**config.mk**
```make
export PLATFORM = sky130hd
export DESIGN_NAME = ddr4_cmd_timer_flat
export DESIGN_NICKNAME = d
export VERILOG_FILES = /design/src/rtl/ddr4_cmd_timer_if.sv /design/src/rtl/ddr4_cmd_timer.sv /design/src/flat_wrapper.sv
export SDC_FILE = /design/constraint.sdc
export NUM_CORES = 1
export LEC_CHECK = 0
export CELL_PAD_IN_SITES_DETAIL_PLACEMENT = 1
export CELL_PAD_IN_SITES_GLOBAL_PLACEMENT = 1
export CORE_ASPECT_RATIO = 0.6
export CORE_UTILIZATION = 45
export DETAILED_ROUTE_END_ITERATION = 7
export PLACE_DENSITY = 0.77
export SYNTH_ARGS = -nofsm -noshare
export SYNTH_HDL_FRONTEND = slang
export SYNTH_SLANG_ARGS = --single-unit
```
**constraint.sdc**
```tcl
create_clock -name clk -period 12.85 [get_ports clk]
set_input_delay 3.2125 -clock clk [delete_from_list [all_inputs] [get_ports clk]]
set_output_delay 3.2125 -clock clk [all_outputs]
set_load 0.03 [all_outputs]
```
**src/rtl/ddr4_cmd_timer_if.sv**
```systemverilog
// Instruction path between the SoftMC dispatcher, the timing gate and the decoder.
// The dispatcher owns in_valid/in_instr; the gate drives the handshake return and the issue side.
interface ddr4_cmd_timer_if #(
    parameter int BANK_WIDTH = 3
);
    localparam int NB = 2 ** BANK_WIDTH;

    // Handshake: an instruction transfers on a cycle where in_valid && in_ready are both high.
    // in_valid and in_instr must not change until that transfer; in_ready may depend on in_instr.
    logic          in_valid;
    logic [31:0]   in_instr;
    logic          in_ready;
    logic          out_en;
    logic [31:0]   out_instr;
    logic          err;
    logic [1:0]    err_code;
    logic [NB-1:0] open_banks;

    modport master (
        output in_valid, in_instr,
        input  in_ready, out_en, out_instr, err, err_code, open_banks
    );

    modport slave (
        input  in_valid, in_instr,
        output in_ready, out_en, out_instr, err, err_code, open_banks
    );
endinterface

```
**src/rtl/ddr4_cmd_timer.sv**
```systemverilog
// DDR4 command timing gate: holds each SoftMC instruction until tRCD/tRAS/tRP/tRRD/tRFC allow it,
// tracks per-bank open state, issues legal commands and drops protocol-illegal ones with an error code.
module ddr4_cmd_timer #(
    parameter int BANK_WIDTH = 3,
    parameter int TRCD       = 4,
    parameter int TRAS       = 10,
    parameter int TRP        = 4,
    parameter int TRRD       = 2,
    parameter int TRFC       = 32,
    parameter int CNT_WIDTH  = 8,
    parameter int CS_OFFSET  = 27,
    parameter int RAS_OFFSET = 26,
    parameter int CAS_OFFSET = 25,
    parameter int WE_OFFSET  = 24,
    parameter int ROW_OFFSET = 16
) (
    input logic            clk,
    input logic            rst,
    ddr4_cmd_timer_if.slave bus
);
    localparam int NB = 2 ** BANK_WIDTH;

    typedef logic [CNT_WIDTH-1:0] cnt_t;

    // A timer loaded with T-1 on the accept at cycle t reads zero again at cycle t+T.
    localparam cnt_t L_RCD = cnt_t'(TRCD - 1);
    localparam cnt_t L_RAS = cnt_t'(TRAS - 1);
    localparam cnt_t L_RP  = cnt_t'(TRP - 1);
    localparam cnt_t L_RRD = cnt_t'(TRRD - 1);
    localparam cnt_t L_RFC = cnt_t'(TRFC - 1);
    localparam cnt_t ONE   = cnt_t'(1);

    typedef enum logic [2:0] {
        CMD_NOP, CMD_ACT, CMD_PRE, CMD_RD, CMD_WR, CMD_REF
    } cmd_t;

    typedef enum logic {
        BANK_CLOSED = 1'b0,
        BANK_OPEN   = 1'b1
    } bank_state_t;

    bank_state_t r_bank_state   [NB];
    bank_state_t w_bank_state_nx[NB];
    cnt_t        r_rcd [NB];
    cnt_t        r_ras [NB];
    cnt_t        r_rp  [NB];
    cnt_t        r_rrd;
    cnt_t        r_rfc;

    logic        r_out_en;
    logic [31:0] r_out_instr;
    logic        r_err;
    logic [1:0]  r_err_code;

    cmd_t                  w_cmd;
    logic [2:0]            w_code;
    logic [BANK_WIDTH-1:0] w_bank;
    logic                  w_rp_all_done;
    logic                  w_any_open;
    logic                  w_rfc_done;
    logic                  w_timing_ok;
    logic                  w_proto_err;
    logic [1:0]            w_err_code;
    logic                  w_accept;
    logic                  w_issue;
    logic [NB-1:0]         w_sel;
    logic [NB-1:0]         w_act_sel;
    logic [NB-1:0]         w_pre_sel;
    logic [NB-1:0]         w_open;

    // Command bits are active-low; CS high deselects the device, which makes it a NOP.
    always_comb begin
        w_code = {bus.in_instr[RAS_OFFSET], bus.in_instr[CAS_OFFSET], bus.in_instr[WE_OFFSET]};
        w_bank = bus.in_instr[ROW_OFFSET +: BANK_WIDTH];
        w_cmd  = CMD_NOP;
        if (!bus.in_instr[CS_OFFSET]) begin
            case (w_code)
                3'b011:  w_cmd = CMD_ACT;
                3'b010:  w_cmd = CMD_PRE;
                3'b101:  w_cmd = CMD_RD;
                3'b100:  w_cmd = CMD_WR;
                3'b001:  w_cmd = CMD_REF;
                default: w_cmd = CMD_NOP;
            endcase
        end
    end

    always_comb begin
        w_rp_all_done = 1'b1;
        w_any_open    = 1'b0;
        for (int b = 0; b < NB; b++) begin
            if (r_rp[b] != '0) w_rp_all_done = 1'b0;
            if (r_bank_state[b] == BANK_OPEN) w_any_open = 1'b1;
            w_open[b] = (r_bank_state[b] == BANK_OPEN);
        end
    end

    // Protocol errors are judged only after timing clears, so an illegal command still waits its turn.
    always_comb begin
        w_rfc_done  = (r_rfc == '0);
        w_timing_ok = 1'b1;
        w_proto_err = 1'b0;
        w_err_code  = 2'd0;
        case (w_cmd)
            CMD_ACT: begin
                w_timing_ok = (r_rp[w_bank] == '0) && (r_rrd == '0) && w_rfc_done;
                if (r_bank_state[w_bank] == BANK_OPEN) begin
                    w_proto_err = 1'b1;
                    w_err_code  = 2'd2;
                end
            end
            CMD_PRE: begin
                w_timing_ok = ((r_bank_state[w_bank] == BANK_CLOSED) || (r_ras[w_bank] == '0))
                              && w_rfc_done;
            end
            CMD_RD, CMD_WR: begin
                w_timing_ok = (r_rcd[w_bank] == '0) && w_rfc_done;
                if (r_bank_state[w_bank] == BANK_CLOSED) begin
                    w_proto_err = 1'b1;
                    w_err_code  = 2'd1;
                end
            end
            CMD_REF: begin
                w_timing_ok = w_rp_all_done && w_rfc_done;
                if (w_any_open) begin
                    w_proto_err = 1'b1;
                    w_err_code  = 2'd3;
                end
            end
            default: w_timing_ok = 1'b1;
        endcase
    end

    assign w_accept  = bus.in_valid && w_timing_ok;
    assign w_issue   = w_accept && !w_proto_err;
    assign w_sel     = w_issue ? (NB'(1) << w_bank) : '0;
    assign w_act_sel = w_sel & {NB{w_cmd == CMD_ACT}};
    assign w_pre_sel = w_sel & {NB{w_cmd == CMD_PRE}};

    always_comb begin
        for (int b = 0; b < NB; b++) begin
            w_bank_state_nx[b] = r_bank_state[b];
            if (w_act_sel[b]) w_bank_state_nx[b] = BANK_OPEN;
            if (w_pre_sel[b]) w_bank_state_nx[b] = BANK_CLOSED;
        end
    end

    always_ff @(posedge clk or posedge rst) begin
        if (rst) begin
            for (int b = 0; b < NB; b++) r_bank_state[b] <= BANK_CLOSED;
        end else begin
            for (int b = 0; b < NB; b++) r_bank_state[b] <= w_bank_state_nx[b];
        end
    end

    // Saturating down-counters; a fresh trigger reloads even while the previous spacing is running.
    always_ff @(posedge clk or posedge rst) begin
        if (rst) begin
            for (int b = 0; b < NB; b++) begin
                r_rcd[b] <= '0;
                r_ras[b] <= '0;
                r_rp[b]  <= '0;
            end
            r_rrd <= '0;
            r_rfc <= '0;
        end else begin
            for (int b = 0; b < NB; b++) begin
                if (w_act_sel[b]) begin
                    r_rcd[b] <= L_RCD;
                    r_ras[b] <= L_RAS;
                end else begin
                    if (r_rcd[b] != '0) r_rcd[b] <= r_rcd[b] - ONE;
                    if (r_ras[b] != '0) r_ras[b] <= r_ras[b] - ONE;
                end
                if (w_pre_sel[b])       r_rp[b] <= L_RP;
                else if (r_rp[b] != '0) r_rp[b] <= r_rp[b] - ONE;
            end
            if (w_issue && w_cmd == CMD_ACT) r_rrd <= L_RRD;
            else if (r_rrd != '0)            r_rrd <= r_rrd - ONE;
            if (w_issue && w_cmd == CMD_REF) r_rfc <= L_RFC;
            else if (r_rfc != '0)            r_rfc <= r_rfc - ONE;
        end
    end

    always_ff @(posedge clk or posedge rst) begin
        if (rst) begin
            r_out_en    <= 1'b0;
            r_out_instr <= '0;
            r_err       <= 1'b0;
            r_err_code  <= 2'd0;
        end else begin
            r_out_en   <= w_issue;
            r_err      <= w_accept && w_proto_err;
            r_err_code <= (w_accept && w_proto_err) ? w_err_code : 2'd0;
            if (w_issue) r_out_instr <= bus.in_instr;
        end
    end

    assign bus.in_ready   = w_timing_ok;
    assign bus.out_en     = r_out_en;
    assign bus.out_instr  = r_out_instr;
    assign bus.err        = r_err;
    assign bus.err_code   = r_err_code;
    assign bus.open_banks = w_open;
endmodule

```
**src/flat_wrapper.sv**
```systemverilog
// flat-port wrapper written by rule: the top's interface ports become plain ports
module ddr4_cmd_timer_flat 
#(
    parameter int BANK_WIDTH = 3,
    parameter int TRCD       = 4,
    parameter int TRAS       = 10,
    parameter int TRP        = 4,
    parameter int TRRD       = 2,
    parameter int TRFC       = 32,
    parameter int CNT_WIDTH  = 8,
    parameter int CS_OFFSET  = 27,
    parameter int RAS_OFFSET = 26,
    parameter int CAS_OFFSET = 25,
    parameter int WE_OFFSET  = 24,
    parameter int ROW_OFFSET = 16
)
  (clk, rst, bus_in_valid, bus_in_instr, bus_in_ready, bus_out_en, bus_out_instr, bus_err, bus_err_code, bus_open_banks);
  ddr4_cmd_timer_if #(.BANK_WIDTH(BANK_WIDTH)) bus_i ();
  input logic clk;
  input logic rst;
  input wire logic [$bits(bus_i.in_valid)-1:0] bus_in_valid;
  input wire logic [$bits(bus_i.in_instr)-1:0] bus_in_instr;
  output wire logic [$bits(bus_i.in_ready)-1:0] bus_in_ready;
  output wire logic [$bits(bus_i.out_en)-1:0] bus_out_en;
  output wire logic [$bits(bus_i.out_instr)-1:0] bus_out_instr;
  output wire logic [$bits(bus_i.err)-1:0] bus_err;
  output wire logic [$bits(bus_i.err_code)-1:0] bus_err_code;
  output wire logic [$bits(bus_i.open_banks)-1:0] bus_open_banks;
  assign bus_i.in_valid = bus_in_valid;
  assign bus_i.in_instr = bus_in_instr;
  assign bus_in_ready = bus_i.in_ready;
  assign bus_out_en = bus_i.out_en;
  assign bus_out_instr = bus_i.out_instr;
  assign bus_err = bus_i.err;
  assign bus_err_code = bus_i.err_code;
  assign bus_open_banks = bus_i.open_banks;
  ddr4_cmd_timer #(.BANK_WIDTH(BANK_WIDTH), .TRCD(TRCD), .TRAS(TRAS), .TRP(TRP), .TRRD(TRRD), .TRFC(TRFC), .CNT_WIDTH(CNT_WIDTH), .CS_OFFSET(CS_OFFSET), .RAS_OFFSET(RAS_OFFSET), .CAS_OFFSET(CAS_OFFSET), .WE_OFFSET(WE_OFFSET), .ROW_OFFSET(ROW_OFFSET)) u_core (.clk(clk), .rst(rst), .bus(bus_i));
endmodule
```
# Word level (Yosys, flattened, before mapping)
# Index checks and enable logic that the tools add are counted.
dict set report totals {
  n_memories 0
  ram_bits 0
  regBits 252
  mem_bits_ro 0
  latch_bits 0
}
dict set report op_classes {
  n_shift 1
  muxes 109
  mul 0
  n_div 0
  reduce_logical 78
  add_sub_neg 26
  n_eq_ne 10
  bitwise 4
  magnitude_cmp 1
}
# cell count
set ops {}
lappend ops {{8-bit 2-to-1 mux} 59}
lappend ops {{8-bit nonzero test} 26}
lappend ops {{8-bit by 1-bit subtractor with 8-bit output (second input constant)} 26}
lappend ops {{8-bit binary-select mux with 3-bit select} 3}
lappend ops {{2-bit nonzero test} 34}
lappend ops {{8-bit zero test} 5}
lappend ops {{1-bit 2-to-1 mux} 38}
lappend ops {{8-bit bitwise AND} 2}
lappend ops {{3-bit case mux with 5 select lines} 1}
lappend ops {{3-bit by 2-bit == test with 1-bit output (second input constant)} 4}
lappend ops {{3-bit == test (second input constant)} 4}
lappend ops {{1-bit logical AND} 10}
lappend ops {{1-bit by 3-bit << shifter with 8-bit output (first input constant)} 1}
lappend ops {{3-bit by 1-bit == test with 1-bit output (second input constant)} 2}
lappend ops {{2-bit 2-to-1 mux} 3}
lappend ops {{2-bit case mux with 3 select lines} 1}
lappend ops {{4-bit greater-or-equal comparator (second input constant)} 1}
lappend ops {{3-bit NOT with 4-bit output} 1}
lappend ops {{1-bit case mux with 4 select lines} 1}
lappend ops {{1-bit binary-select mux with 3-bit select} 1}
lappend ops {{3-bit 2-to-1 mux} 1}
lappend ops {{1-bit case mux with 3 select lines} 1}
lappend ops {{2-bit OR reduction} 1}
lappend ops {{1-bit zero test} 1}
lappend ops {{other kinds (2)} 2}

# Depth between registers and ports, before layout
dict set report logic_depth {
  word_depth 17
  ltp_mapped 12
  mapped_depth_nobuf 11
}

# Worst setup path before layout
# OpenSTA, ideal clock, no wires.
dict set report synth_path {
  kind {input to output}
  from {input bus_in_instr[16]}
  to {output bus_in_ready}
  path_stages 8
  t_arrival_ps 4921
  setup_slack_ps 4716
  path_cell_list {clkbuf_1 -> nand2b_1 -> o221ai_1 -> or3_1 -> o311a_1 -> nand2_1 -> a21oi_1 -> inv_1}
}
dict set report synth_via {
  elab_chain_cells 8
  elab_cells_between_ends 23
  classes_between {mux (13); bitwise (2); reduce/logical (8)}
}
# item line
set synth_rtl {}
lappend synth_rtl {{start, declared} flat_wrapper.sv:22} ;# input wire logic [$bits(bus_i.in_instr)-1:0] bus_in_instr;
lappend synth_rtl {{3-bit NOT with 4-bit output (implied by the code) (*)} {ddr4_cmd_timer.sv:106, ddr4_cmd_timer.sv:113, ddr4_cmd_timer.sv:117}}
lappend synth_rtl {{8-bit binary-select mux with 3-bit select, or another cell as far along} ddr4_cmd_timer.sv:113} ;# w_timing_ok = ((r_bank_state[w_bank] == BANK_CLOSED) || (r_ras[w_bank] == '0))
lappend synth_rtl {{8-bit 2-to-1 mux (implied by the code), or another cell as far along (2 in series)} ddr4_cmd_timer.sv:113}
lappend synth_rtl {{8-bit zero test, or another cell as far along} ddr4_cmd_timer.sv:113}
lappend synth_rtl {{1-bit logical OR or 1-bit logical AND (tied branches)} {ddr4_cmd_timer.sv:113, ddr4_cmd_timer.sv:106}}
lappend synth_rtl {{1-bit logical AND (on tied branches)} {ddr4_cmd_timer.sv:114, ddr4_cmd_timer.sv:106}}
lappend synth_rtl {{1-bit case mux with 4 select lines (*)} ddr4_cmd_timer.sv:104} ;# case (w_cmd)
lappend synth_rtl {{end, declared} flat_wrapper.sv:23} ;# output wire logic [$bits(bus_i.in_ready)-1:0] bus_in_ready;
# Every way passes the cells marked *; elsewhere a longest branch is shown, timed or not. The select of a mux whose other input is x is not followed.

# Worst setup path after layout
dict set report layout_path {
  from {input bus_in_instr[17]}
  to {output bus_in_ready}
}
# Same word-level chain as after synthesis.

==> impl_metrics.env <==
export IMPL_run_status="complete, no violations"
export IMPL_route_detailed_vias_per_inst=5.63
export IMPL_avgSynthCellArea_um2=9.76
export IMPL_synthesis_nets=1386
export IMPL_crit_type="in2out"
export IMPL_die_x_extent_um=220
export IMPL_drive_gt1_frac=0.0935
export IMPL_tritoncts="done"
export IMPL_critical_path_required_ns=9.64
export IMPL_clk_root_buffer_cell="clkbuf_16"
export IMPL_num_antenna_cells=0
export IMPL_synth_edf_count=0
export IMPL_remaining_drc_errors=0
export IMPL_netlist_top_cells_area="dfrtp_1, xnor2_1, nor2_1, a21oi_1, mux2_2"
export IMPL_port_buffers=79
export IMPL_vias=10100
export IMPL_worst_slew_pin_transition_ns=1.27
export IMPL_cts_sink_count=252
export IMPL_yosysTopAreaCell="dfrtp_1"
export IMPL_power_per_cell_area_nw_per_um2=226
export IMPL_slew_limit_headroom=0.149
export IMPL_cts_inserted_buffers=26
export IMPL_critPathLaunchType="input pin"
export IMPL_clk_latency_ns=0.54
export IMPL_timing_fmax_mhz=94.3
export IMPL_detail_route_iter0_violations=668
export IMPL_n_fill_cell=3084
export IMPL_top_level_ports=80
export IMPL_start_util=0.463
export IMPL_crit_fanout=22
export IMPL_path_class_of_the_lowest_slack_min_delay_path="reg2reg"
export IMPL_area_growth_syn_to_layout_pct=16.9
export IMPL_finalCriticalPeriod_ns=10.60
export IMPL_maximum_number_of_pins_on_one_net_before_global_route_repair=117
export IMPL_post_synth_inst_count=1319
export IMPL_r2r_cells=11
export IMPL_cts_htree_levels=1
export IMPL_core_area_um2=27800
export IMPL_clock_tree_buffer_depth=3
export IMPL_synthFlopType="dfrtp_1"
export IMPL_std_cell_rows=47
export IMPL_crit_arrival_ns=7.39
export IMPL_skew_ns=0.0135
export IMPL_cap_viol_max_count=0
export IMPL_synth_lib_cells_used_distinct=59
export IMPL_min_path_cells=1
export IMPL_firstDrtPassIters=4
export IMPL_final_antenna_net_count=0
export IMPL_gr_total_overflow=0
export IMPL_via_count_of_the_first_global_routing_pass=10700
export IMPL_grt_antenna_before_repair=1
export IMPL_final_hold_viol_count=0
export IMPL_final_min_period_over_clock_period=0.825
export IMPL_ys_seq_elements=252
export IMPL_async_flop_share=1.00
export IMPL_setup_total_negative_slack_ns=0
export IMPL_cts_hold_repair_buffers=0
export IMPL_post_drt_wl_per_cell_um=19.5
export IMPL_critPathCaptureType="output port"
export IMPL_synth_area_um2=12900
export IMPL_dieHeight_um=133
export IMPL_grt_pass1_wl_um=58000
export IMPL_synthDominantCellAreaShare=0.490
export IMPL_cts_setup_buffers=0
export IMPL_p_leak_nw=6.12
export IMPL_place_congestion=0.920
export IMPL_yosysSeqAreaShare=0.490
export IMPL_dp_hpwl_um=25100
export IMPL_placed_area_um2=14100
export IMPL_global_route_usage_over_all_layers=0.250
export IMPL_post_cts_resized=0
export IMPL_nNetsFinal=1469
export IMPL_die_area_um2=29300
export IMPL_synth_warnings=0
export IMPL_total_of_endpoints_with_negative_setup_slack_in_the_final_report=0
export IMPL_ir_drop_uv=137
export IMPL_rsz0062_at_grt="false"
export IMPL_timing_max_transition_violations_final=0
export IMPL_clk_pin_slew_ns=0.06
export IMPL_finish_instance_area_um2=15100
export IMPL_drt_total_wl_um=35000
-- synthesized netlist by cell type, types with 15 or more instances --
cell and n:
dfrtp_1 252, nor2_1 165, a21oi_1 106, nand2_1 98, xnor2_1 85, nor3_1 74
inv_1 71, nor4_1 41, mux2_2 40, xor2_1 39, nand2b_1 35, ha_1 32
nand3_1 30, o21ai_0 27, nor2b_1 24, nor3b_1 17, or3_1 17, clkbuf_1 15
-- power breakdown --
group | total [mW] | internal (mW) | switching (mW) | leakage [nW]
sequential | 1.48 | 1.12 | 0.353 | 2.92
combinational | 1.06 | 0.491 | 0.571 | 2.71
clock | 0.862 | 0.533 | 0.329 | 0.493
total | 3.40 | 2.15 | 1.25 | 6.12
-- kinds of logic (layout without fill, tap and decap cells) --
kind of cell / after synthesis / count (layout) / synth area share
flip-flops: 252 / 252 / 0.490
adder cells (fa/ha/maj): 32 / 32 / 0.0311
XOR/XNOR: 124 / 124 / 0.0843
multiplexers: 56 / 56 / 0.0494
AO/OA/AOI/OAI: 198 / 198 / 0.0996
AND/OR/NAND/NOR: 553 / 553 / 0.213
buffers and inverters: 104 / 207 / 0.0328
-- final cells by class --
cell class,instances,area (um^2),share of cell area
flip-flops and latches,252,6310,0.419
multi-input cells,963,6170,0.410
repair buffers,87,851,0.0565
clock buffers,33,748,0.0497
well taps,367,459,0.0305
inverters,72,278,0.0185
clock inverters,15,236,0.0157
-- flip-flops by register name, indices dropped and copies added (netlist names), 2 cells and up --
signal	flops
u_core.r_ras	64
u_core.r_rcd	64
u_core.r_rp	64
u_core.bus.out_instr	32
u_core.bus.open_banks	8
u_core.r_rfc	8
u_core.r_rrd	8
u_core.bus.err_code	2
-- through the flow --
stage / hold WS (ns) / setup slack [ns] / util / instances / power (mW)
5_1_grt: 0.525 / 2.06 / 0.541 / 1789 / 3.64
4_1_cts: 0.508 / 2.34 / 0.541 / 1789 / 3.43
3_3_place_gp: 0.485 / 2.66 / 0.506 / 1741 / 2.45
3_5_place_dp: 0.493 / 2.36 / 0.506 / 1741 / 2.53
2_1_floorplan: 0.468 / 2.71 / - / 1319 / 2.19
6_report: 0.505 / 2.25 / 0.541 / 1789 / 3.40
-- per-layer routing --
metal,track usage,share of wire
met1,0.375,0.49
met2,0.378,0.45
met3,0.0400,0.047
met4,0.0563,0.018
met5,0,0
-- cell usage in the layout, fill, tap and decap left out, types with 10 or more instances in the layout --
cell / n
or2_2: 14
a21o_1: 10
o21ai_0: 27
dfrtp_1: 252
mux2i_1: 14
nand3_1: 30
clkbuf_16: 27
nand2b_1: 35
xnor2_1: 85
ha_1: 32
nor3_1: 72
nor3b_1: 17
clkdlybuf4s50_1: 79
nor4_1: 40
xor2_1: 39
nor2b_1: 24
nor2_1: 164
mux2_2: 40
nand2_1: 98
or4_1: 10
inv_1: 70
or3_1: 17
a21oi_1: 106
-- worst paths after layout --
path / endpoint / start / slack, ns
max: bus_in_ready / bus_in_instr[17] / 2.25
min: u_core.bus.out_instr[19] / u_core.bus.out_instr[19] / 0.51
max reg2reg: u_core.r_ras[43] / u_core.r_rfc[0] / 8.33
min reg2reg: u_core.bus.out_instr[19] / u_core.bus.out_instr[19] / 0.51
max in group asynchronous: u_core.r_ras[21] / rst / 8.12
min in group asynchronous: u_core.r_ras[32] / rst / 3.21
-- worst max-delay path, stage by stage --
cell             delay, ns
clkdlybuf4s50_1       1.07
nor2b_1               1.07
o31ai_1               0.22
o311ai_0              0.28
o311a_1               0.36
nand2_1               0.08
a21oi_1               0.39
inv_1                 0.08
clkdlybuf4s50_1       0.60
Note: power is estimated with default switching activity, not from simulation.
